==> config.mk <==
export PLATFORM = sky130hd
export DESIGN_NAME = hidden_cpu_sequencer
export DESIGN_NICKNAME = d
export VERILOG_FILES = /design/src/rtl/hidden_cpu_sequencer_pkg.sv /design/src/rtl/hidden_cpu_sequencer_prog_mem.sv /design/src/rtl/hidden_cpu_sequencer.sv
export SDC_FILE = /design/constraint.sdc
export NUM_CORES = 1
export LEC_CHECK = 0
export CORE_MARGIN = 4
export CORE_UTILIZATION = 30
export DETAILED_ROUTE_END_ITERATION = 12
export PLACE_DENSITY = 0.52
export SYNTH_ARGS = -nofsm -noshare
export SYNTH_HDL_FRONTEND = slang
export SYNTH_SLANG_ARGS = --single-unit
==> constraint.sdc <==
create_clock -name clk -period 2.93 [get_ports clk]
set_clock_uncertainty 0.05 [all_clocks]
set_input_delay 0.4395 -clock clk [delete_from_list [all_inputs] [get_ports clk]]
set_output_delay 0.4395 -clock clk [all_outputs]
set_load 0.005 [all_outputs]
==> src/rtl/hidden_cpu_sequencer_pkg.sv <==
// Shared definitions for the HiddenCPU program sequencer: state encoding and
// instruction field widths.
package hidden_cpu_sequencer_pkg;
  localparam int OPC_W   = 2;
  localparam int REG_W   = 2;
  localparam int INSTR_W = OPC_W + 2 * REG_W;

  localparam logic [INSTR_W-1:0] NOP_INSTR_DEF = '0;

  typedef enum logic [2:0] {
    ST_IDLE  = 3'd0,
    ST_LOAD  = 3'd1,
    ST_BOOT  = 3'd2,
    ST_RUN   = 3'd3,
    ST_PAUSE = 3'd4
  } seq_state_e;
endpackage

==> src/rtl/hidden_cpu_sequencer_prog_mem.sv <==
// Program store: DEPTH x INSTR_W register file, one synchronous write port and
// one asynchronous read port. Contents are intentionally not reset.
module hcpu_prog_mem
  import hidden_cpu_sequencer_pkg::*;
#(
  parameter int DEPTH  = 16,
  parameter int ADDR_W = $clog2(DEPTH)
) (
  input  logic               clk,
  input  logic               we,
  input  logic [ADDR_W-1:0]  waddr,
  input  logic [INSTR_W-1:0] wdata,
  input  logic [ADDR_W-1:0]  raddr,
  output logic [INSTR_W-1:0] rdata
);
  logic [INSTR_W-1:0] mem_q [DEPTH];

  always_ff @(posedge clk) begin
    if (we) mem_q[waddr] <= wdata;
  end

  assign rdata = mem_q[raddr];
endmodule

==> src/rtl/hidden_cpu_sequencer.sv <==
// Program store and run controller for the HiddenCPU core: load, run, pause,
// single-step and breakpoint, driving the core's instruction field and reset.
module hidden_cpu_sequencer
  import hidden_cpu_sequencer_pkg::*;
#(
  parameter int                 DEPTH     = 16,
  parameter int                 ADDR_W    = $clog2(DEPTH),
  parameter logic [INSTR_W-1:0] NOP_INSTR = NOP_INSTR_DEF
) (
  input  logic               clk,
  input  logic               rst,
  input  logic               load_start,
  input  logic               load_valid,
  output logic               load_ready,
  input  logic [INSTR_W-1:0] load_data,
  input  logic               load_last,
  input  logic               run,
  input  logic               halt,
  input  logic               step,
  input  logic               restart,
  input  logic               bp_en,
  input  logic [7:0]         bp_addr,
  input  logic [7:0]         core_pc,
  output logic [INSTR_W-1:0] core_instr,
  output logic               core_rst,
  output logic [2:0]         state,
  output logic               done,
  output logic               bp_hit,
  output logic [15:0]        exec_count
);
  localparam int PLEN_W = ADDR_W + 1;

  seq_state_e         state_q, state_d;
  logic [ADDR_W-1:0]  wr_ptr_q, wr_ptr_d;
  logic [PLEN_W-1:0]  prog_len_q, prog_len_d;
  logic [15:0]        exec_count_q, exec_count_d;
  logic [INSTR_W-1:0] core_instr_q, core_instr_d;
  logic               done_q, done_d, bp_hit_q, bp_hit_d, bypass_q, bypass_d;
  logic               core_rst_q, core_rst_d, load_ready_q, load_ready_d;
  logic [INSTR_W-1:0] rd_data;
  logic               mem_we, issue, past_end, bp_match;

  hcpu_prog_mem #(.DEPTH(DEPTH), .ADDR_W(ADDR_W)) u_mem (
    .clk   (clk),
    .we    (mem_we),
    .waddr (wr_ptr_q),
    .wdata (load_data),
    .raddr (core_pc[ADDR_W-1:0]),
    .rdata (rd_data)
  );

  // prog_len may equal 256, so compare at 9 bits.
  assign past_end = {1'b0, core_pc} >= 9'(prog_len_q);
  assign bp_match = bp_en && (core_pc == bp_addr);

  always_comb begin
    state_d      = state_q;
    wr_ptr_d     = wr_ptr_q;
    prog_len_d   = prog_len_q;
    exec_count_d = exec_count_q;
    done_d       = done_q;
    bp_hit_d     = bp_hit_q;
    bypass_d     = bypass_q;
    core_instr_d = NOP_INSTR;
    mem_we       = 1'b0;
    issue        = 1'b0;
    case (state_q)
      ST_IDLE: begin
        if (load_start) begin
          state_d  = ST_LOAD;
          wr_ptr_d = '0;
        end else if (run && prog_len_q != '0) begin
          state_d = ST_BOOT;
        end
      end
      ST_LOAD: begin
        if (halt) begin
          state_d = ST_IDLE;
        end else if (load_valid) begin
          mem_we   = 1'b1;
          wr_ptr_d = wr_ptr_q + ADDR_W'(1);
          if (load_last || wr_ptr_q == ADDR_W'(DEPTH - 1)) begin
            prog_len_d = PLEN_W'(wr_ptr_q) + PLEN_W'(1);
            state_d    = ST_IDLE;
          end
        end
      end
      ST_BOOT: begin
        done_d       = 1'b0;
        bp_hit_d     = 1'b0;
        bypass_d     = 1'b0;
        exec_count_d = '0;
        state_d      = ST_RUN;
      end
      ST_RUN: begin
        bypass_d = 1'b0;
        if (halt) begin
          state_d = ST_PAUSE;
        end else if (past_end) begin
          state_d = ST_PAUSE;
          done_d  = 1'b1;
        end else if (bp_match && !bypass_q) begin
          state_d  = ST_PAUSE;
          bp_hit_d = 1'b1;
        end else begin
          issue = 1'b1;
        end
      end
      ST_PAUSE: begin
        if (halt) begin
          state_d = ST_PAUSE;
        end else if (restart) begin
          state_d = ST_BOOT;
        end else if (step) begin
          issue = !done_q;
        end else if (run) begin
          // Resuming on the breakpoint pc must not re-trigger it immediately.
          state_d  = ST_RUN;
          bypass_d = (core_pc == bp_addr);
        end
      end
      default: state_d = ST_IDLE;
    endcase
    if (issue) begin
      core_instr_d = rd_data;
      if (exec_count_q != 16'hFFFF) exec_count_d = exec_count_q + 16'd1;
    end
    core_rst_d   = !(state_d == ST_RUN || state_d == ST_PAUSE);
    load_ready_d = (state_d == ST_LOAD);
  end

  always_ff @(posedge clk) begin
    if (rst) begin
      state_q      <= ST_IDLE;
      wr_ptr_q     <= '0;
      prog_len_q   <= '0;
      exec_count_q <= '0;
      done_q       <= 1'b0;
      bp_hit_q     <= 1'b0;
      bypass_q     <= 1'b0;
      core_instr_q <= NOP_INSTR;
      core_rst_q   <= 1'b1;
      load_ready_q <= 1'b0;
    end else begin
      state_q      <= state_d;
      wr_ptr_q     <= wr_ptr_d;
      prog_len_q   <= prog_len_d;
      exec_count_q <= exec_count_d;
      done_q       <= done_d;
      bp_hit_q     <= bp_hit_d;
      bypass_q     <= bypass_d;
      core_instr_q <= core_instr_d;
      core_rst_q   <= core_rst_d;
      load_ready_q <= load_ready_d;
    end
  end

  assign state      = state_q;
  assign core_instr = core_instr_q;
  assign core_rst   = core_rst_q;
  assign load_ready = load_ready_q;
  assign done       = done_q;
  assign bp_hit     = bp_hit_q;
  assign exec_count = exec_count_q;
endmodule

## Word-level counts from Yosys, hierarchy flattened

Memories as Yosys holds them, arrays and structs flattened. A register that Yosys moved wholly into a read port is not among the register bits.
Index checks and enable logic that the tools add are counted.

| word-level totals | value |
|---|---|
| register bits | 33 |
| bits in writable memories | 96 |
| input bits | 32 |
| output and inout bits | 29 |
| memories kept | 1 |

| cells by class | value |
|---|---|
| $add $sub $neg | 3 |
| magnitude comparators | 1 |
| equality and inequality tests | 21 |
| multiplexer cells | 44 |
| bitwise gates (word level) | 2 |
| reductions and logical operators | 20 |

Memories:

| memory | words | width | rd ports | clocked after Yosys merged registers in | write ports | RTL line | text |
|---|---|---|---|---|---|---|---|
| u_mem.mem_q | 16 | 6 | 1 | 1 | 1 | hidden_cpu_sequencer_prog_mem.sv:16 | `logic [INSTR_W-1:0] mem_q [DEPTH];` |

Operator list:

| kind | number |
|---|---|
| 16-bit 2-to-1 mux | 3 |
| 3-bit 2-to-1 mux | 12 |
| 2-bit != test, second input constant | 11 |
| 1-bit 2-to-1 mux | 20 |
| 16-bit by 1-bit adder with 16-bit output, second input constant | 1 |
| 16-bit != test, second input constant | 1 |
| 3-bit one-hot mux with 5 select lines | 1 |
| 4-bit 2-to-1 mux | 3 |
| 4-bit AND reduction | 3 |
| 3-bit by 2-bit equality test with 1-bit output, second input constant | 3 |
| 8-bit equality test | 1 |
| 8-bit by 5-bit greater-or-equal comparator with 1-bit output | 1 |
| 1-bit one-hot mux with 2 select lines | 4 |
| 4-bit one-hot mux with 2 select lines | 1 |
| 3-bit by 1-bit equality test with 1-bit output, second input constant | 2 |
| 3-bit equality test, second input constant | 2 |
| 2-bit nonzero test | 3 |
| 4-bit by 1-bit adder with 5-bit output, second input constant | 1 |
| 5-bit AND reduction | 1 |
| 5-bit nonzero test | 1 |
| 4-bit by 1-bit adder with 4-bit output, second input constant | 1 |
| 4-bit equality test, second input constant | 1 |
| 2-bit OR reduction | 2 |
| 1-bit logical AND | 3 |
| 5 further kinds | 9 |

## Logic depth before layout (Yosys ltp)

Gate-level depths: netlist (run 1).

| depth | value |
|---|---|
| depth in word-level cells | 10 |
| depth in mapped cells | 11 |
| gate-level depth less buffers | 8 |

## Hierarchy

From an unflattened synthesis (run 1), not the netlist that was laid out.

| second synthesis, totals | value |
|---|---|
| cell total of the unflattened synthesis | 430 |
| area, all modules | 5914.4 um^2 |

By module, submodules not included:

| module | instances | cells each | area an instance (um^2) |
|---|---|---|---|
| hcpu_prog_mem | 1 | 172 | 3774.9 |
| hidden_cpu_sequencer | 1 | 258 | 2139.6 |

## Worst setup path before layout (run 1)

Ideal clock, no wire load.

| path | value |
|---|---|
| path type | input to register |
| start | in core_pc[0] |
| end | reg exec_count_q[6] (netlist: exec_count[6]) |
| library setup time | 120 ps |
| arrival time | 2646 ps |
| setup slack | 114 ps |
| stages on the path | 11 |
| cell sequence | buf_2 -> buf_2 -> inv_1 -> ha_1 -> a31o_2 -> nand3_1 -> and4_1 -> a31oi_4 -> o21a_2 -> buf_6 -> a211o_1 |

| on the way | value |
|---|---|
| word-level cells in the longest chain between the ends | 8 |
| elaborated cells on any way between the ends | 9 |
| classes of those cells | order compare: 1; eq/ne: 1; mux: 5; reduce/logical: 2 |

Ends and longest elaborated chain:

| what | RTL line | text |
|---|---|---|
| from (decl) | hidden_cpu_sequencer.sv:23 | `input logic [7:0] core_pc,` |
| parallel branches: the longest is 4 deep, another holds 8-bit by 5-bit greater-or-equal comparator with 1-bit output | - |  |
| 1-bit 2-to-1 mux (*) | hidden_cpu_sequencer.sv:99 | `end else if (past_end) begin` |
| 1-bit 2-to-1 mux (*) | hidden_cpu_sequencer.sv:97 | `if (halt) begin` |
| 1-bit one-hot mux with 2 select lines (*) | hidden_cpu_sequencer.sv:67 | `case (state_q)` |
| 16-bit 2-to-1 mux (*) | hidden_cpu_sequencer.sv:124 | `if (issue) begin` |
| to (signal assigned) | hidden_cpu_sequencer.sv:148 | `exec_count_q <= exec_count_d;` |
| to (decl) | hidden_cpu_sequencer.sv:36 | `logic [15:0] exec_count_q, exec_count_d;` |

Mark *: on every way between the ends.
A chain may end at the register's enable or synchronous reset.

## Final worst setup path (run 1)

| path | value |
|---|---|
| start | in core_pc[1] |
| end | reg exec_count_q[10] (netlist: exec_count[10]) |

The elaborated chain is that of the path after synthesis.

==> report_table.html, run 1 <==
<table>
<tr><th>Metric</th><th>Value</th></tr>
<tr><th colspan="2">Placement</th></tr>
<tr><td>Port Buffer Count</td><td>60</td></tr>
<tr><td>DP Wirelength</td><td>just under 10 mm</td></tr>
<tr><td>Placer Congestion</td><td>slightly above 0.8</td></tr>
<tr><td>Total instance count after detailed placement</td><td>740</td></tr>
<tr><th colspan="2">Die</th></tr>
<tr><td>Die Area</td><td>~22000 µm²</td></tr>
<tr><td>Total number of placement rows</td><td>50</td></tr>
<tr><td>Ports placed on the boundary</td><td>slightly above 60</td></tr>
<tr><td>Effective utilization at floorplan</td><td>31.0%</td></tr>
<tr><td>Core outline area</td><td>19000 µm²</td></tr>
<tr><td>Vertical extent of the die</td><td>between 100 and 150 µm</td></tr>
<tr><td>Horizontal die dimension</td><td>between 100 and 150 µm</td></tr>
<tr><th colspan="2">Critical path</th></tr>
<tr><td>Startpoint of the most critical setup path</td><td>core_pc[1]</td></tr>
<tr><td>Critical Path End</td><td>exec_count[10]$_SDFF_PP0_</td></tr>
<tr><td>Required time reported for the critical path endpoint</td><td>between 3 and 4 ns</td></tr>
<tr><td>FF-to-FF End</td><td>exec_count[10]$_SDFF_PP0_</td></tr>
<tr><td>Cell with the largest stage delay on the worst path</td><td>clkdlybuf4s50_1</td></tr>
<tr><td>Cell chain of the critical path</td><td>clkdlybuf4s50_1 -&gt; ha_1 -&gt; nor2b_1 -&gt; o2111ai_1 -&gt; and4_1 -&gt; buf_4 -&gt; a32oi_4 -&gt; buf_4 -&gt; nor3b_1 -&gt; a211o_1</td></tr>
<tr><td>Worst EP arrival</td><td>2.83 ns</td></tr>
<tr><td>Worst-path maximum fanout</td><td>14</td></tr>
<tr><td>WS Path Type</td><td>primary input to flip-flop</td></tr>
<tr><td>Depth of the worst register-to-register path</td><td>10</td></tr>
<tr><td>Sort of element at the end of the critical path</td><td>flip-flop</td></tr>
<tr><td>Worst reg2reg startpoint</td><td>prog_len_q[1]$_SDFFE_PP0P_</td></tr>
<tr><td>Worst reg-to-reg setup slack</td><td>about 0.5 ns</td></tr>
<tr><td>Worst Setup Start Kind</td><td>primary input</td></tr>
<tr><td>Slowest stage delay, CP</td><td>about 0.47 ns</td></tr>
<tr><td>Crit-path most repeated cell</td><td>buf_4</td></tr>
<tr><th colspan="2">Drt</th></tr>
<tr><td>Number of DRC markers after the initial detailed-route iteration</td><td>211</td></tr>
<tr><td>Drt drc</td><td>0</td></tr>
<tr><td>Number of nets with antenna violations after routing</td><td>0</td></tr>
<tr><td>Overall routed net length</td><td>about 14 mm</td></tr>
<tr><td>Via count</td><td>around 3700</td></tr>
<tr><td>DR vias/cell</td><td>~4.8</td></tr>
<tr><td>DR WL/cell</td><td>roughly 18 µm</td></tr>
<tr><td>DRT Pass-1 Iters</td><td>4</td></tr>
<tr><th colspan="2">STA</th></tr>
<tr><td>Pins over their slew limit</td><td>0</td></tr>
<tr><td>Final setup violation count</td><td>0</td></tr>
<tr><td>Number of failing hold endpoints at the final stage</td><td>0</td></tr>
<tr><td>Sum of negative setup slack</td><td>0 ns</td></tr>
<tr><td>Worst hold-check slack</td><td>about 0.45 ns</td></tr>
<tr><td>Transition time at the pin with the least slew margin</td><td>about 0.65 ns</td></tr>
<tr><td>Minimum clock period after layout</td><td>approximately 2.6 ns</td></tr>
<tr><td>Ratio of final minimum period to clock period</td><td>about nine tenths</td></tr>
<tr><td>Setup repair after global routing missed its margin</td><td>no</td></tr>
<tr><td>Slew Limit Headroom</td><td>between 50 and 60%</td></tr>
<tr><td>Fmax</td><td>roughly 0.39 GHz</td></tr>
<tr><th colspan="2">Clocking</th></tr>
<tr><td>Clock buffer depth</td><td>2</td></tr>
<tr><td>Insertion delay of the later-clocked pin in the worst-skew pair</td><td>a little over 0.4 ns</td></tr>
<tr><td>Clk pin slew, worst setup/hold paths</td><td>0.06 ns</td></tr>
<tr><td>Root buf cell</td><td>clkbuf_16</td></tr>
<tr><td>CTS Hold Buffers Added</td><td>0</td></tr>
<tr><td>Post-CTS setup repair buffer count</td><td>0</td></tr>
<tr><td>TritonCTS clock tree</td><td>built</td></tr>
<tr><td>Number of sinks driven by the clock tree</td><td>between 100 and 150</td></tr>
<tr><td>Max H-tree Level</td><td>4</td></tr>
<tr><td>Post-cts resize count</td><td>0</td></tr>
<tr><td>Number of buffers created by CTS</td><td>17</td></tr>
<tr><th colspan="2">Synthesis</th></tr>
<tr><td>Cell count after synthesis</td><td>just over 400</td></tr>
<tr><td>Mapped Area</td><td>5870 µm²</td></tr>
<tr><td>Number of flip-flops and latches in the synthesized netlist</td><td>between 100 and 150</td></tr>
<tr><td>Synthesized area per cell</td><td>14.3 µm²</td></tr>
<tr><td>Number of enable-type register cells in the synthesized netlist</td><td>96</td></tr>
<tr><td>Number of warnings issued by yosys</td><td>0</td></tr>
<tr><td>Number of different library cells in the post-synthesis netlist</td><td>52</td></tr>
<tr><td>Asr flop ratio synth</td><td>0%</td></tr>
<tr><td>Post-synth top area share</td><td>49.1%</td></tr>
<tr><td>Portion of the post-synthesis area used by sequential elements</td><td>between 60% and 70%</td></tr>
<tr><td>Cell types with the largest area share after synthesis</td><td>edfxtp_1 (49%), dfxtp_1 (13%), mux4_2 (12%), nor2_1 (2.7%), ha_1 (2.1%)</td></tr>
<tr><td>Syn Nets</td><td>452</td></tr>
<tr><td>Top cell type by total area after synthesis</td><td>edfxtp_1</td></tr>
<tr><td>Most instantiated flip-flop cell in the synthesis netlist</td><td>edfxtp_1</td></tr>
<tr><th colspan="2">Pwr</th></tr>
<tr><td>Total leakage power</td><td>2.52 nW</td></tr>
<tr><td>Net switching share of the total power</td><td>21.5%</td></tr>
<tr><td>Fraction of power consumed by the clock network</td><td>47.6%</td></tr>
<tr><td>Peak VDD IR</td><td>between 0.0003 and 0.0004 V</td></tr>
<tr><td>Comb power frac</td><td>~5.4%</td></tr>
<tr><td>Portion of total power attributed to sequential cells</td><td>a little under half</td></tr>
<tr><td>Cell internal pwr</td><td>approximately 3.4 mW</td></tr>
<tr><td>Power density normalized to cell area</td><td>approximately 600 nW/µm²</td></tr>
<tr><td>Switching Power</td><td>0.938 mW</td></tr>
<tr><th colspan="2">Layout</th></tr>
<tr><td>Utilization of the core after routing</td><td>39.5%</td></tr>
<tr><td>Final Net Count</td><td>541</td></tr>
<tr><td>Leading cell type in the layout, fill and taps excluded</td><td>edfxtp_1</td></tr>
<tr><td>Final standard cell count with taps included and fillers excluded</td><td>771</td></tr>
<tr><td>Antenna Cells</td><td>0</td></tr>
<tr><td>Share of layout cells above drive strength 1</td><td>approximately 20%</td></tr>
<tr><td>P&amp;R area growth vs syn</td><td>27.4%</td></tr>
<tr><td>Leading cell types in the layout, fill and taps excluded</td><td>edfxtp_1 (96), clkdlybuf4s50_1 (59), nor2_1 (43)</td></tr>
<tr><td>Number of fillers in the final layout</td><td>between 1500 and 2000</td></tr>
<tr><th colspan="2">Status</th></tr>
<tr><td>Result of the run</td><td>finished, final reports clean</td></tr>
<tr><th colspan="2">Global routing</th></tr>
<tr><td>Number of antenna violations at the first check in global routing</td><td>0</td></tr>
<tr><td>Maximum number of pins on one net before global-route repair</td><td>25</td></tr>
<tr><td>Total gr overflow</td><td>0</td></tr>
<tr><td>Gr usage total</td><td>12.8%</td></tr>
<tr><td>Global-route wire length before repair</td><td>between 20 and 25 mm</td></tr>
<tr><td>Via count of the first global-routing pass</td><td>between 3000 and 4000</td></tr>
<tr><th colspan="2">Min path</th></tr>
<tr><td>Worst hold path class</td><td>flip-flop to flip-flop</td></tr>
<tr><td>Hold Crit Depth</td><td>2</td></tr>
<tr><th colspan="2">Run</th></tr>
<tr><td>Count of maximum capacitance violations</td><td>0</td></tr>
</table>
## cell type report
type / count / area (µm²) / share of cell area (%)
Clock buffer: 18 / 429 / 5.74
Clock inverter: 13 / 145 / 1.94
Inverter: 12 / 45.0 / 0.602
Multi-Input combinational cell: 244 / 2060 / 27.5
Sequential cell: 135 / 3660 / 49.0
Tap cell: 260 / 325 / 4.35
Timing Repair Buffer: 89 / 813 / 10.9
## registers in the layout, indices dropped and copies added (netlist names)
register and count:
state 3, load_ready 1, exec_count 16, core_instr 6, u_mem.mem_q 96, wr_ptr_q 4
bp_hit 1, bypass_q 1, done 1, core_rst 1, prog_len_q 5
## synthesized netlist by cell type, types with 2 or more instances
master / n
edfxtp_1: 96
nor2_1: 43
dfxtp_1: 39
mux4_2: 30
nand2_1: 19
a21oi_1: 15
nand3_1: 15
inv_1: 12
nor3_1: 12
clkbuf_1: 10
ha_1: 10
nor2b_1: 9
xnor2_1: 7
nand4_1: 6
o21ai_0: 6
a211o_1: 5
and3_1: 5
buf_2: 5
nand2b_1: 5
nor3b_1: 5
a21o_1: 4
mux2i_1: 4
a211oi_1: 3
and4_1: 3
buf_6: 3
o31ai_1: 3
or4_1: 3
xor2_1: 3
a221o_1: 2
a31o_2: 2
a31oi_1: 2
o211ai_1: 2
or3_1: 2
xnor2_2: 2
## critical path: cells and delay by family
kind | cells | cell delay (ns)
AND/OR/NAND/NOR | 3 | 0.49
buffers and inverters | 3 | 0.88
AO/OA/AOI/OAI | 3 | 0.69
adder cells (fa/ha/maj) | 1 | 0.33
## power groups by stage
stage | logic [mW] | registers (mW) | clock network (mW)
global placement | 0.236 | 2.09 | 0
global route | 0.255 | 2.05 | 2.21
detailed placement | 0.240 | 2.09 | 0
floorplan | 0.127 | 2.09 | 0
finish | 0.235 | 2.05 | 2.08
CTS | 0.240 | 2.05 | 2.12
## routing by layer
metal	wire [µm]	GRT usage, %	vias to the layer above
li1	-	-	1756
met1	5700	15.7	1873
met2	7070	22.1	82
met3	653	3.13	16
met4	210	4.34	0
met5	0	0	-
## per-stage QoR
stage	power [mW]	cell area, µm²	worst slack (ns)
after detailed placement	2.33	6910	-0.0345
after CTS	4.42	7480	0.392
after floorplan	2.22	5870	0.114
after global placement	2.33	6910	0.0562
final	4.36	7480	0.343
after global routing	4.52	7480	0.261
## cell families (layout without fill, tap and decap cells)
| kind of cell | Yosys count | count (layout) | share of synthesized area [%] |
|---|---|---|---|
| simple gates | 137 | 137 | 12.1 |
| mux | 35 | 35 | 12.4 |
| flops | 135 | 135 | 62.4 |
| compound gates | 50 | 50 | 6.37 |
| xor+xnor | 12 | 12 | 2.05 |
| fa+ha+maj | 10 | 10 | 2.13 |
| buf+inv | 31 | 132 | 2.54 |
## worst min path at each step
stage	startpoint	to
4_1_cts	bp_hit$_SDFFE_PP0P_	bp_hit$_SDFFE_PP0P_
6_report	prog_len_q[3]$_SDFFE_PP0P_	prog_len_q[3]$_SDFFE_PP0P_
3_5_place_dp	prog_len_q[1]$_SDFFE_PP0P_	prog_len_q[1]$_SDFFE_PP0P_
3_3_place_gp	bp_hit$_SDFFE_PP0P_	bp_hit$_SDFFE_PP0P_
5_1_grt	bp_hit$_SDFFE_PP0P_	bp_hit$_SDFFE_PP0P_
2_1_floorplan	prog_len_q[4]$_SDFFE_PP0P_	prog_len_q[4]$_SDFFE_PP0P_
(Power assumes the default switching activity.)
==> inputs of run 2 (changes only) <==
--- a/config.mk
+++ b/config.mk
@@ -6,4 +6,5 @@
 export NUM_CORES = 1
 export LEC_CHECK = 0
+export ABC_AREA = 1
 export CORE_MARGIN = 4
 export CORE_UTILIZATION = 30
--- a/constraint.sdc
+++ b/constraint.sdc
@@ -3,3 +3,3 @@
 set_input_delay 0.4395 -clock clk [delete_from_list [all_inputs] [get_ports clk]]
 set_output_delay 0.4395 -clock clk [all_outputs]
-set_load 0.005 [all_outputs]
+set_load 0.05 [all_outputs]
==> run 2 against run 1 <==
  * Clock power up 6%
  * Synthesized cell count increased by 58%
  * Critical path type is now flip-flop to flip-flop
  * Final cell count grew 31%
  * Global-route usage increased by 1.8 points
  * Non-clock buffer count unchanged
  * Utilization fell by 0.70 points
  * Sequential power about the same
  * Highest routed layer unchanged
  * Worst hold slack worse by 0.0048 ns
  * Fmax is 13% higher
==> report_table.html, run 2 <==
<table>
<tr><th>Metric</th><th>Value</th></tr>
<tr><th colspan="2">STA</th></tr>
<tr><td>Setup repair after global routing missed its margin</td><td>no (unchanged)</td></tr>
<tr><td>Pins over their slew limit</td><td>0 (unchanged)</td></tr>
<tr><td>Ratio of final minimum period to clock period</td><td>77.8% (was 88.3%)</td></tr>
<tr><td>Sum of negative setup slack</td><td>0 ns (unchanged)</td></tr>
<tr><td>Transition time at the pin with the least slew margin</td><td>0.711 ns (was 0.649 ns)</td></tr>
<tr><td>Number of failing hold endpoints at the final stage</td><td>0 (unchanged)</td></tr>
<tr><td>Fmax</td><td>0.438 GHz (was 0.387 GHz)</td></tr>
<tr><td>Worst hold-check slack</td><td>0.447 ns (was 0.451 ns)</td></tr>
<tr><td>Final setup violation count</td><td>0 (unchanged)</td></tr>
<tr><td>Slew Limit Headroom</td><td>52.5% (was 56.6%)</td></tr>
<tr><td>Minimum clock period after layout</td><td>2.28 ns (was 2.59 ns)</td></tr>
<tr><th colspan="2">Layout</th></tr>
<tr><td>Antenna Cells</td><td>0 (unchanged)</td></tr>
<tr><td>Share of layout cells above drive strength 1</td><td>10.5% (was 19.8%)</td></tr>
<tr><td>Leading cell types in the layout, fill and taps excluded</td><td>nand2_1 (106), edfxtp_1 (96), nor2_1 (89) (was edfxtp_1 (96), clkdlybuf4s50_1 (59), nor2_1 (43))</td></tr>
<tr><td>Top register by number of flip-flops</td><td>u_mem.mem_q (unchanged)</td></tr>
<tr><td>Flip-flop count of the largest register, all copies and words added</td><td>96 (unchanged)</td></tr>
<tr><td>Total area of multi-input combinational cells</td><td>2260 µm² (was 2060 µm²)</td></tr>
<tr><td>Leading cell type in the layout, fill and taps excluded</td><td>nand2_1 (was edfxtp_1)</td></tr>
<tr><td>Final Net Count</td><td>769 (was 541)</td></tr>
<tr><td>P&amp;R area growth vs syn</td><td>26.0% (was 27.4%)</td></tr>
<tr><td>FF/Latch Area</td><td>3660 µm² (unchanged)</td></tr>
<tr><td>Number of fillers in the final layout</td><td>2033 (was 1781)</td></tr>
<tr><th colspan="2">Critical path</th></tr>
<tr><td>Sort of element at the end of the critical path</td><td>flip-flop (unchanged)</td></tr>
<tr><td>Worst EP arrival</td><td>2.29 ns (was 2.83 ns)</td></tr>
<tr><td>WS Path Type</td><td>flip-flop to flip-flop (was primary input to flip-flop)</td></tr>
<tr><td>Worst Setup Start Kind</td><td>flip-flop (was primary input)</td></tr>
<tr><td>Worst-path maximum fanout</td><td>6 (was 14)</td></tr>
<tr><td>Required time reported for the critical path endpoint</td><td>2.94 ns (was 3.17 ns)</td></tr>
<tr><th colspan="2">Global routing</th></tr>
<tr><td>Met3 Resource Use GR</td><td>4.06% (was 3.13%)</td></tr>
<tr><td>Gr usage total</td><td>14.6% (was 12.8%)</td></tr>
<tr><td>Global route hottest layer</td><td>met2 (unchanged)</td></tr>
<tr><td>Global-route wire length before repair</td><td>26.7 mm (was 21.1 mm)</td></tr>
<tr><td>Total gr overflow</td><td>0 (unchanged)</td></tr>
<tr><td>Met2 layer usage reported by global route</td><td>21.9% (was 22.1%)</td></tr>
<tr><td>Number of antenna violations at the first check in global routing</td><td>0 (unchanged)</td></tr>
<tr><td>Maximum number of pins on one net before global-route repair</td><td>49 (was 25)</td></tr>
<tr><td>Via count of the first global-routing pass</td><td>4862 (was 3803)</td></tr>
<tr><td>GRT met1 Usage</td><td>20.1% (was 15.7%)</td></tr>
<tr><th colspan="2">Clocking</th></tr>
<tr><td>Clk pin slew, worst setup/hold paths</td><td>0.06 ns (about the same)</td></tr>
<tr><td>Clock buffer depth</td><td>2 (unchanged)</td></tr>
<tr><td>Max H-tree Level</td><td>4 (unchanged)</td></tr>
<tr><td>Insertion delay of the later-clocked pin in the worst-skew pair</td><td>0.42 ns (was 0.41 ns)</td></tr>
<tr><td>Number of buffers created by CTS</td><td>17 (unchanged)</td></tr>
<tr><td>Root buf cell</td><td>clkbuf_16 (unchanged)</td></tr>
<tr><td>Post-CTS setup repair buffer count</td><td>0 (unchanged)</td></tr>
<tr><td>CTS Hold Buffers Added</td><td>0 (unchanged)</td></tr>
<tr><td>TritonCTS clock tree</td><td>built (unchanged)</td></tr>
<tr><td>Number of sinks driven by the clock tree</td><td>135 (unchanged)</td></tr>
<tr><td>Post-cts resize count</td><td>0 (unchanged)</td></tr>
<tr><th colspan="2">Pwr</th></tr>
<tr><td>Power density normalized to cell area</td><td>585 nW/µm² (was 583 nW/µm²)</td></tr>
<tr><td>Fraction of power consumed by the clock network</td><td>47.4% (was 47.6%)</td></tr>
<tr><td>Net switching share of the total power</td><td>24.8% (was 21.5%)</td></tr>
<tr><td>Cell internal pwr</td><td>3.48 mW (was 3.43 mW)</td></tr>
<tr><td>Total leakage power</td><td>2.85 nW (was 2.52 nW)</td></tr>
<tr><td>Portion of total power attributed to sequential cells</td><td>44.9% (was 47.1%)</td></tr>
<tr><td>Pwr Total</td><td>4.63 mW (was 4.36 mW)</td></tr>
<tr><td>Comb power frac</td><td>7.6% (was 5.4%)</td></tr>
<tr><td>Peak VDD IR</td><td>0.000471 V (was 0.000314 V)</td></tr>
<tr><td>Switching Power</td><td>1.15 mW (was 0.938 mW)</td></tr>
<tr><th colspan="2">Synthesis</th></tr>
<tr><td>Post-synthesis xor/xnor area fraction</td><td>1.67% (was 2.05%)</td></tr>
<tr><td>Top cells by instance count after synthesis</td><td>nand2_1 (106), edfxtp_1 (96), nor2_1 (89) (was edfxtp_1 (96), nor2_1 (43), dfxtp_1 (39))</td></tr>
<tr><td>Syn Nets</td><td>688 (was 452)</td></tr>
<tr><td>Most instantiated flip-flop cell in the synthesis netlist</td><td>edfxtp_1 (unchanged)</td></tr>
<tr><td>Dominant combinational cell family by area after synthesis</td><td>simple AND/OR/NAND/NOR gates (was multiplexers)</td></tr>
<tr><td>Number of flip-flops and latches in the synthesized netlist</td><td>135 (unchanged)</td></tr>
<tr><td>Number of different library cells in the post-synthesis netlist</td><td>41 (was 52)</td></tr>
<tr><td>Mapped Area</td><td>6280 µm² (was 5870 µm²)</td></tr>
<tr><td>Number of enable-type register cells in the synthesized netlist</td><td>96 (unchanged)</td></tr>
<tr><td>Post-synth top area share</td><td>45.9% (was 49.1%)</td></tr>
<tr><td>Number of warnings issued by yosys</td><td>0 (unchanged)</td></tr>
<tr><td>Asr flop ratio synth</td><td>0% (unchanged)</td></tr>
<tr><td>Share of synthesized cell area in full adder, half adder and majority cells</td><td>1.99% (was 2.13%)</td></tr>
<tr><td>Mux contribution to synthesized area</td><td>0% (was 12.4%)</td></tr>
<tr><td>Portion of the post-synthesis area used by sequential elements</td><td>58.3% (was 62.4%)</td></tr>
<tr><td>Cell count after synthesis</td><td>646 (was 410)</td></tr>
<tr><td>Post-synthesis compound-gate area fraction</td><td>13.1% (was 6.37%)</td></tr>
<tr><td>Cell types with the largest area share after synthesis</td><td>edfxtp_1 (46%), dfxtp_1 (12%), nand2_1 (6.3%), nor2_1 (5.3%), o21ai_0 (5.0%) (was edfxtp_1 (49%), dfxtp_1 (13%), mux4_2 (12%), nor2_1 (2.7%), ha_1 (2.1%))</td></tr>
<tr><td>Synthesized-area fraction occupied by and/or/nand/nor cells</td><td>19.3% (was 12.1%)</td></tr>
<tr><td>Most numerous cell in the Yosys netlist</td><td>nand2_1 (was edfxtp_1)</td></tr>
<tr><td>Top cell type by total area after synthesis</td><td>edfxtp_1 (unchanged)</td></tr>
<tr><td>Synthesized area per cell</td><td>9.73 µm² (was 14.3 µm²)</td></tr>
<tr><th colspan="2">Die</th></tr>
<tr><td>Core outline area</td><td>20400 µm² (was 19000 µm²)</td></tr>
<tr><td>Ports placed on the boundary</td><td>61 (unchanged)</td></tr>
<tr><td>Total number of placement rows</td><td>52 (was 50)</td></tr>
<tr><td>Vertical extent of the die</td><td>153 µm (was 148 µm)</td></tr>
<tr><td>Horizontal die dimension</td><td>153 µm (was 148 µm)</td></tr>
<tr><td>Effective utilization at floorplan</td><td>30.8% (was 31.0%)</td></tr>
<tr><td>Die Area</td><td>23300 µm² (was 21900 µm²)</td></tr>
<tr><th colspan="2">Drt</th></tr>
<tr><td>DRT Pass-1 Iters</td><td>5 (was 4)</td></tr>
<tr><td>DR WL/cell</td><td>16.6 µm (was 17.7 µm)</td></tr>
<tr><td>Via count</td><td>4974 (was 3727)</td></tr>
<tr><td>DR vias/cell</td><td>4.92 (was 4.83)</td></tr>
<tr><td>Number of nets with antenna violations after routing</td><td>0 (unchanged)</td></tr>
<tr><td>Number of DRC markers after the initial detailed-route iteration</td><td>371 (was 211)</td></tr>
<tr><td>Overall routed net length</td><td>16.8 mm (was 13.6 mm)</td></tr>
<tr><td>Drt drc</td><td>0 (unchanged)</td></tr>
<tr><th colspan="2">Placement</th></tr>
<tr><td>Placer Congestion</td><td>0.776 (was 0.832)</td></tr>
<tr><td>DP Wirelength</td><td>11.3 mm (was 9.62 mm)</td></tr>
<tr><td>Port Buffer Count</td><td>60 (unchanged)</td></tr>
<tr><th colspan="2">Min path</th></tr>
<tr><td>Worst hold path class</td><td>flip-flop to flip-flop (unchanged)</td></tr>
<tr><th colspan="2">Run</th></tr>
<tr><td>Count of maximum capacitance violations</td><td>0 (unchanged)</td></tr>
<tr><th colspan="2">Status</th></tr>
<tr><td>Result of the run</td><td>finished, final reports clean (unchanged)</td></tr>
</table>
[run 2: changes by cell type after synthesis, sizes merged, moves of 20 or more]
cell / delta
inv: +40
mux4: -30
nand3: +20
nor2: +47
nand2: +89
a21oi: +23
o21ai: +58
[run 2: cells by family after synthesis]
kind of cell | after synthesis
flip-flops | 135
AO/OA/AOI/OAI | 141
XOR/XNOR | 12
AND/OR/NAND/NOR | 267
adder cells (fa/ha/maj) | 10
buffers and inverters | 81
[run 2: layout make-up]
cell class	count	area share [%]
sequential	135	46.3
multi-input combinational	430	28.6
inverter	54	2.62
timing repair buffer	89	10.5
tap	270	4.27
clock inverter	15	2.39
clock buffer	17	5.37
[run 2: power by group through the flow]
stage	combinational (mW)	sequential, mW	clock (mW)
floorplan	0.183	2.14	0
global placement	0.348	2.12	0
detailed placement	0.352	2.12	0
CTS	0.354	2.08	2.24
global route	0.391	2.08	2.33
finish	0.353	2.08	2.20
[run 2: path summary, 6_finish.rpt]
kind / startpoint / end / slack, ns / cells after the start
max: state[0]$_SDFF_PP0_ / u_mem.mem_q[9][2]$_DFFE_PP_ / 0.65 / 8
min: done$_SDFFE_PP0P_ / done$_SDFFE_PP0P_ / 0.45 / 2
max reg2reg: state[0]$_SDFF_PP0_ / u_mem.mem_q[9][2]$_DFFE_PP_ / 0.65 / 8
min reg2reg: done$_SDFFE_PP0P_ / done$_SDFFE_PP0P_ / 0.45 / 2
[run 2: metal layers]
layer | part of all wire [%] | vias up
met1 | 47 | 2382
li1 | - | 2419
met4 | 1.7 | 0
met3 | 6.0 | 21
met5 | 0 | -
met2 | 45 | 152
[run 2: stage by stage]
step / area, µm² / utilization, % / cells / worst slack (ns)
detailed placement: 7300 / 35.8 / 978 / 0.264
floorplan: 6280 / - / 646 / 0.561
finish: 7920 / 38.8 / 1010 / 0.649
global placement: 7300 / 35.8 / 978 / 0.304
CTS: 7920 / 38.8 / 1010 / 0.648
global route: 7920 / 38.8 / 1010 / 0.355
[run 2: critical path, stage by stage, from the launching register on]
cell and delay (ns):
dfxtp_1 0.37, inv_1 0.12, nor3_2 0.28, inv_1 0.10, nor2_1 0.17, nand2_1 0.11, inv_1 0.12, nand2_1 0.14
nor2_1 0.45
==> inputs of run 3 (changes only) <==
Clock period 2.93 ns to 2 ns, I/O delays scaled along.
==> run 3 against run 2 <==
  * Sequential power is 47% higher
  * Sequential share of layout area is 2.0 points lower
  * Final area is 4.8% higher
  * Register-to-register slack lost 0.55 ns
  * Final cell count increased by 3.8%
  * Clock-buffer cell count up 1
  * Combinational power rose by 59%
  * Global-route usage up 0.25 points
  * Non-clock buffer count rose by 38
  * Utilization grew 1.8 points
  * Sequential cell count is the same
  * Critical endpoint is now exec_count[0]
  * Largest power group is now registers
==> report_table.html, run 3 (synthesis gave the netlist of run 2 again) <==
<table>
<tr><th>Metric</th><th>Value</th></tr>
<tr><th colspan="2">Status</th></tr>
<tr><td>Result of the run</td><td>finished, final reports clean (unchanged)</td></tr>
<tr><th colspan="2">Layout</th></tr>
<tr><td>Leading cell type in the layout, fill and taps excluded</td><td>nand2_1 (unchanged)</td></tr>
<tr><td>Leading cell types in the layout, fill and taps excluded</td><td>nand2_1 (102), edfxtp_1 (96), nor2_1 (86) (was nand2_1 (106), edfxtp_1 (96), nor2_1 (89))</td></tr>
<tr><td>Antenna Cells</td><td>0 (unchanged)</td></tr>
<tr><td>Top register by number of flip-flops</td><td>u_mem.mem_q (unchanged)</td></tr>
<tr><td>Final Net Count</td><td>807 (was 769)</td></tr>
<tr><td>Flip-flop count of the largest register, all copies and words added</td><td>96 (unchanged)</td></tr>
<tr><td>Share of layout cells above drive strength 1</td><td>18.8% (was 10.5%)</td></tr>
<tr><td>P&amp;R area growth vs syn</td><td>32.0% (was 26.0%)</td></tr>
<tr><td>Utilization of the core after routing</td><td>40.6% (was 38.8%)</td></tr>
<tr><th colspan="2">STA</th></tr>
<tr><td>Ratio of final minimum period to clock period</td><td>slightly below 100%</td></tr>
<tr><td>Slew Limit Headroom</td><td>55.8% (was 52.5%)</td></tr>
<tr><td>Minimum clock period after layout</td><td>a little under 2 ns</td></tr>
<tr><td>Pins over their slew limit</td><td>0 (unchanged)</td></tr>
<tr><td>Final setup violation count</td><td>0 (unchanged)</td></tr>
<tr><td>Setup repair after global routing missed its margin</td><td>yes (was no)</td></tr>
<tr><td>Fmax</td><td>0.514 GHz</td></tr>
<tr><td>Transition time at the pin with the least slew margin</td><td>0.662 ns (was 0.711 ns)</td></tr>
<tr><td>Sum of negative setup slack</td><td>0 ns (unchanged)</td></tr>
<tr><td>Number of failing hold endpoints at the final stage</td><td>0 (unchanged)</td></tr>
<tr><th colspan="2">Critical path</th></tr>
<tr><td>Worst Setup Start Kind</td><td>flip-flop (unchanged)</td></tr>
<tr><td>Worst-path maximum fanout</td><td>5 (was 6)</td></tr>
<tr><td>Required time reported for the critical path endpoint</td><td>1.65 ns (was 2.94 ns)</td></tr>
<tr><td>WS Path Type</td><td>flip-flop to output pin (was flip-flop to flip-flop)</td></tr>
<tr><td>Sort of element at the end of the critical path</td><td>output pin (was flip-flop)</td></tr>
<tr><td>Depth of the worst register-to-register path</td><td>11 (was 8)</td></tr>
<tr><td>Cell chain of the critical path</td><td>clkdlybuf4s50_1 (was inv_1 -&gt; nor3_2 -&gt; inv_1 -&gt; nor2_1 -&gt; nand2_1 -&gt; inv_1 -&gt; nand2_1 -&gt; nor2_1)</td></tr>
<tr><td>Number of buffer and inverter instances along the worst setup path</td><td>1 (was 3)</td></tr>
<tr><td>Category of cells accounting for the largest share of critical-path delay</td><td>buffers and inverters (was simple AND/OR/NAND/NOR gates)</td></tr>
<tr><td>Slowest stage delay, CP</td><td>0.81 ns (was 0.45 ns)</td></tr>
<tr><td>Cell with the largest stage delay on the worst path</td><td>clkdlybuf4s50_1 (was nor2_1)</td></tr>
<tr><td>WP depth</td><td>1 (was 8)</td></tr>
<tr><td>Worst EP arrival</td><td>1.59 ns (was 2.29 ns)</td></tr>
<tr><th colspan="2">Global routing</th></tr>
<tr><td>Global-route wire length before repair</td><td>27.2 mm (was 26.7 mm)</td></tr>
<tr><td>Via count of the first global-routing pass</td><td>5068 (was 4862)</td></tr>
<tr><td>Gr usage total</td><td>14.8% (was 14.6%)</td></tr>
<tr><td>Maximum number of pins on one net before global-route repair</td><td>49 (unchanged)</td></tr>
<tr><td>Total gr overflow</td><td>0 (unchanged)</td></tr>
<tr><td>Number of antenna violations at the first check in global routing</td><td>0 (unchanged)</td></tr>
<tr><th colspan="2">Die</th></tr>
<tr><td>Die Area</td><td>23300 µm² (unchanged)</td></tr>
<tr><td>Effective utilization at floorplan</td><td>30.8% (unchanged)</td></tr>
<tr><td>Vertical extent of the die</td><td>153 µm (unchanged)</td></tr>
<tr><td>Horizontal die dimension</td><td>153 µm (unchanged)</td></tr>
<tr><td>Ports placed on the boundary</td><td>61 (unchanged)</td></tr>
<tr><td>Total number of placement rows</td><td>52 (unchanged)</td></tr>
<tr><td>Core outline area</td><td>20400 µm² (unchanged)</td></tr>
<tr><th colspan="2">Drt</th></tr>
<tr><td>Via count</td><td>5143 (was 4974)</td></tr>
<tr><td>Drt drc</td><td>0 (unchanged)</td></tr>
<tr><td>DRT Pass-1 Iters</td><td>5 (unchanged)</td></tr>
<tr><td>Overall routed net length</td><td>17.1 mm (was 16.8 mm)</td></tr>
<tr><td>Number of nets with antenna violations after routing</td><td>0 (unchanged)</td></tr>
<tr><td>DR WL/cell</td><td>16.3 µm (was 16.6 µm)</td></tr>
<tr><td>DR vias/cell</td><td>4.91 (was 4.92)</td></tr>
<tr><td>Number of DRC markers after the initial detailed-route iteration</td><td>330 (was 371)</td></tr>
<tr><th colspan="2">Clocking</th></tr>
<tr><td>TritonCTS clock tree</td><td>built (unchanged)</td></tr>
<tr><td>Clk pin slew, worst setup/hold paths</td><td>0.06 ns (about the same)</td></tr>
<tr><td>Number of buffers created by CTS</td><td>17 (unchanged)</td></tr>
<tr><td>Root buf cell</td><td>clkbuf_16 (unchanged)</td></tr>
<tr><td>Number of sinks driven by the clock tree</td><td>135 (unchanged)</td></tr>
<tr><td>Max H-tree Level</td><td>4 (unchanged)</td></tr>
<tr><td>Clock buffer depth</td><td>2 (unchanged)</td></tr>
<tr><td>Insertion delay of the later-clocked pin in the worst-skew pair</td><td>0.42 ns (about the same)</td></tr>
<tr><th colspan="2">Pwr</th></tr>
<tr><td>Power density normalized to cell area</td><td>789 nW/µm² (was 585 nW/µm²)</td></tr>
<tr><td>Peak VDD IR</td><td>0.000541 V (was 0.000471 V)</td></tr>
<tr><td>Total leakage power</td><td>3.15 nW (was 2.85 nW)</td></tr>
<tr><th colspan="2">Min path</th></tr>
<tr><td>Hold Crit Depth</td><td>2 (unchanged)</td></tr>
<tr><td>Worst hold path class</td><td>flip-flop to flip-flop (unchanged)</td></tr>
<tr><th colspan="2">Run</th></tr>
<tr><td>Count of maximum capacitance violations</td><td>0 (unchanged)</td></tr>
<tr><th colspan="2">Placement</th></tr>
<tr><td>Placer Congestion</td><td>0.836 (was 0.776)</td></tr>
<tr><td>Port Buffer Count</td><td>60 (unchanged)</td></tr>
<tr><td>DP Wirelength</td><td>11.9 mm (was 11.3 mm)</td></tr>
</table>
[run 3: cell count changes in the layout (fill, tap and decap cells not counted), sizes merged]
cell	change
clkinv	+3
dlygate4sd2	+11
dlymetal6s2s	+3
inv	-3
clkbuf	+2
bufinv	-1
clkdlybuf4s50	-19
buf	+42
[run 3: layout make-up]
cell class,instances,area [µm²]
fill,2009,12100
sequential,135,3670
multi-input combinational,430,2370
timing repair buffer,127,1160
clock buffer,18,429
tap,270,338
inverter,54,208
clock inverter,14,125
[run 3: through the flow]
| stage | instance area (µm²) | power (mW) | cells | setup slack [ns] | hold WS [ns] |
|---|---|---|---|---|---|
| final | 8300 | 6.54 | 1048 | 0.0552 | 0.443 |
| after global placement | 7570 | 3.65 | 1011 | -0.414 | 0.431 |
| after floorplan | 6320 | 3.40 | 646 | -0.0231 | 0.349 |
| after global routing | 8300 | 6.80 | 1048 | -0.00182 | 0.486 |
| after detailed placement | 7570 | 3.65 | 1011 | -0.489 | 0.438 |
| after CTS | 8140 | 6.60 | 1044 | 0.00545 | 0.447 |
[run 3: report_power, final]
part / switching, mW / total, mW / internal, mW / leakage (nW)
Sequential: 0.0262 / 3.05 / 3.02 / 1.18
Combinational: 0.347 / 0.562 / 0.215 / 1.70
Clock: 1.22 / 2.93 / 1.71 / 0.268
Total: 1.59 / 6.54 / 4.95 / 3.15
[run 3: per-layer routing]
metal | vias to the layer above | track usage (%) | wire length, µm
met4 | 0 | 4.84 | 250
li1 | 2506 | - | -
met1 | 2465 | 20.5 | 8170
met2 | 153 | 22.8 | 7870
met5 | - | 0 | 0
met3 | 19 | 3.75 | 819
[run 3: path summary, 6_finish.rpt]
path	startpoint	endpoint	slack, ns
worst min-delay path	prog_len_q[1]$_SDFFE_PP0P_	prog_len_q[1]$_SDFFE_PP0P_	0.44
worst max register to register	prog_len_q[4]$_SDFFE_PP0P_	exec_count[7]$_SDFF_PP0_	0.10
worst max-delay path	exec_count[0]$_SDFF_PP0_	exec_count[0]	0.06
worst min register to register	prog_len_q[1]$_SDFFE_PP0P_	prog_len_q[1]$_SDFFE_PP0P_	0.44
[run 3: what timing repair did]
action / in CTS / in global routing
resized for setup: 16 / 28
pin swaps: 2 / 7
buffers inserted: 1 / 3
hold buffers: 0 / 0
gates cloned: 0 / 1
endpoints found under the setup margin: 27 / 29
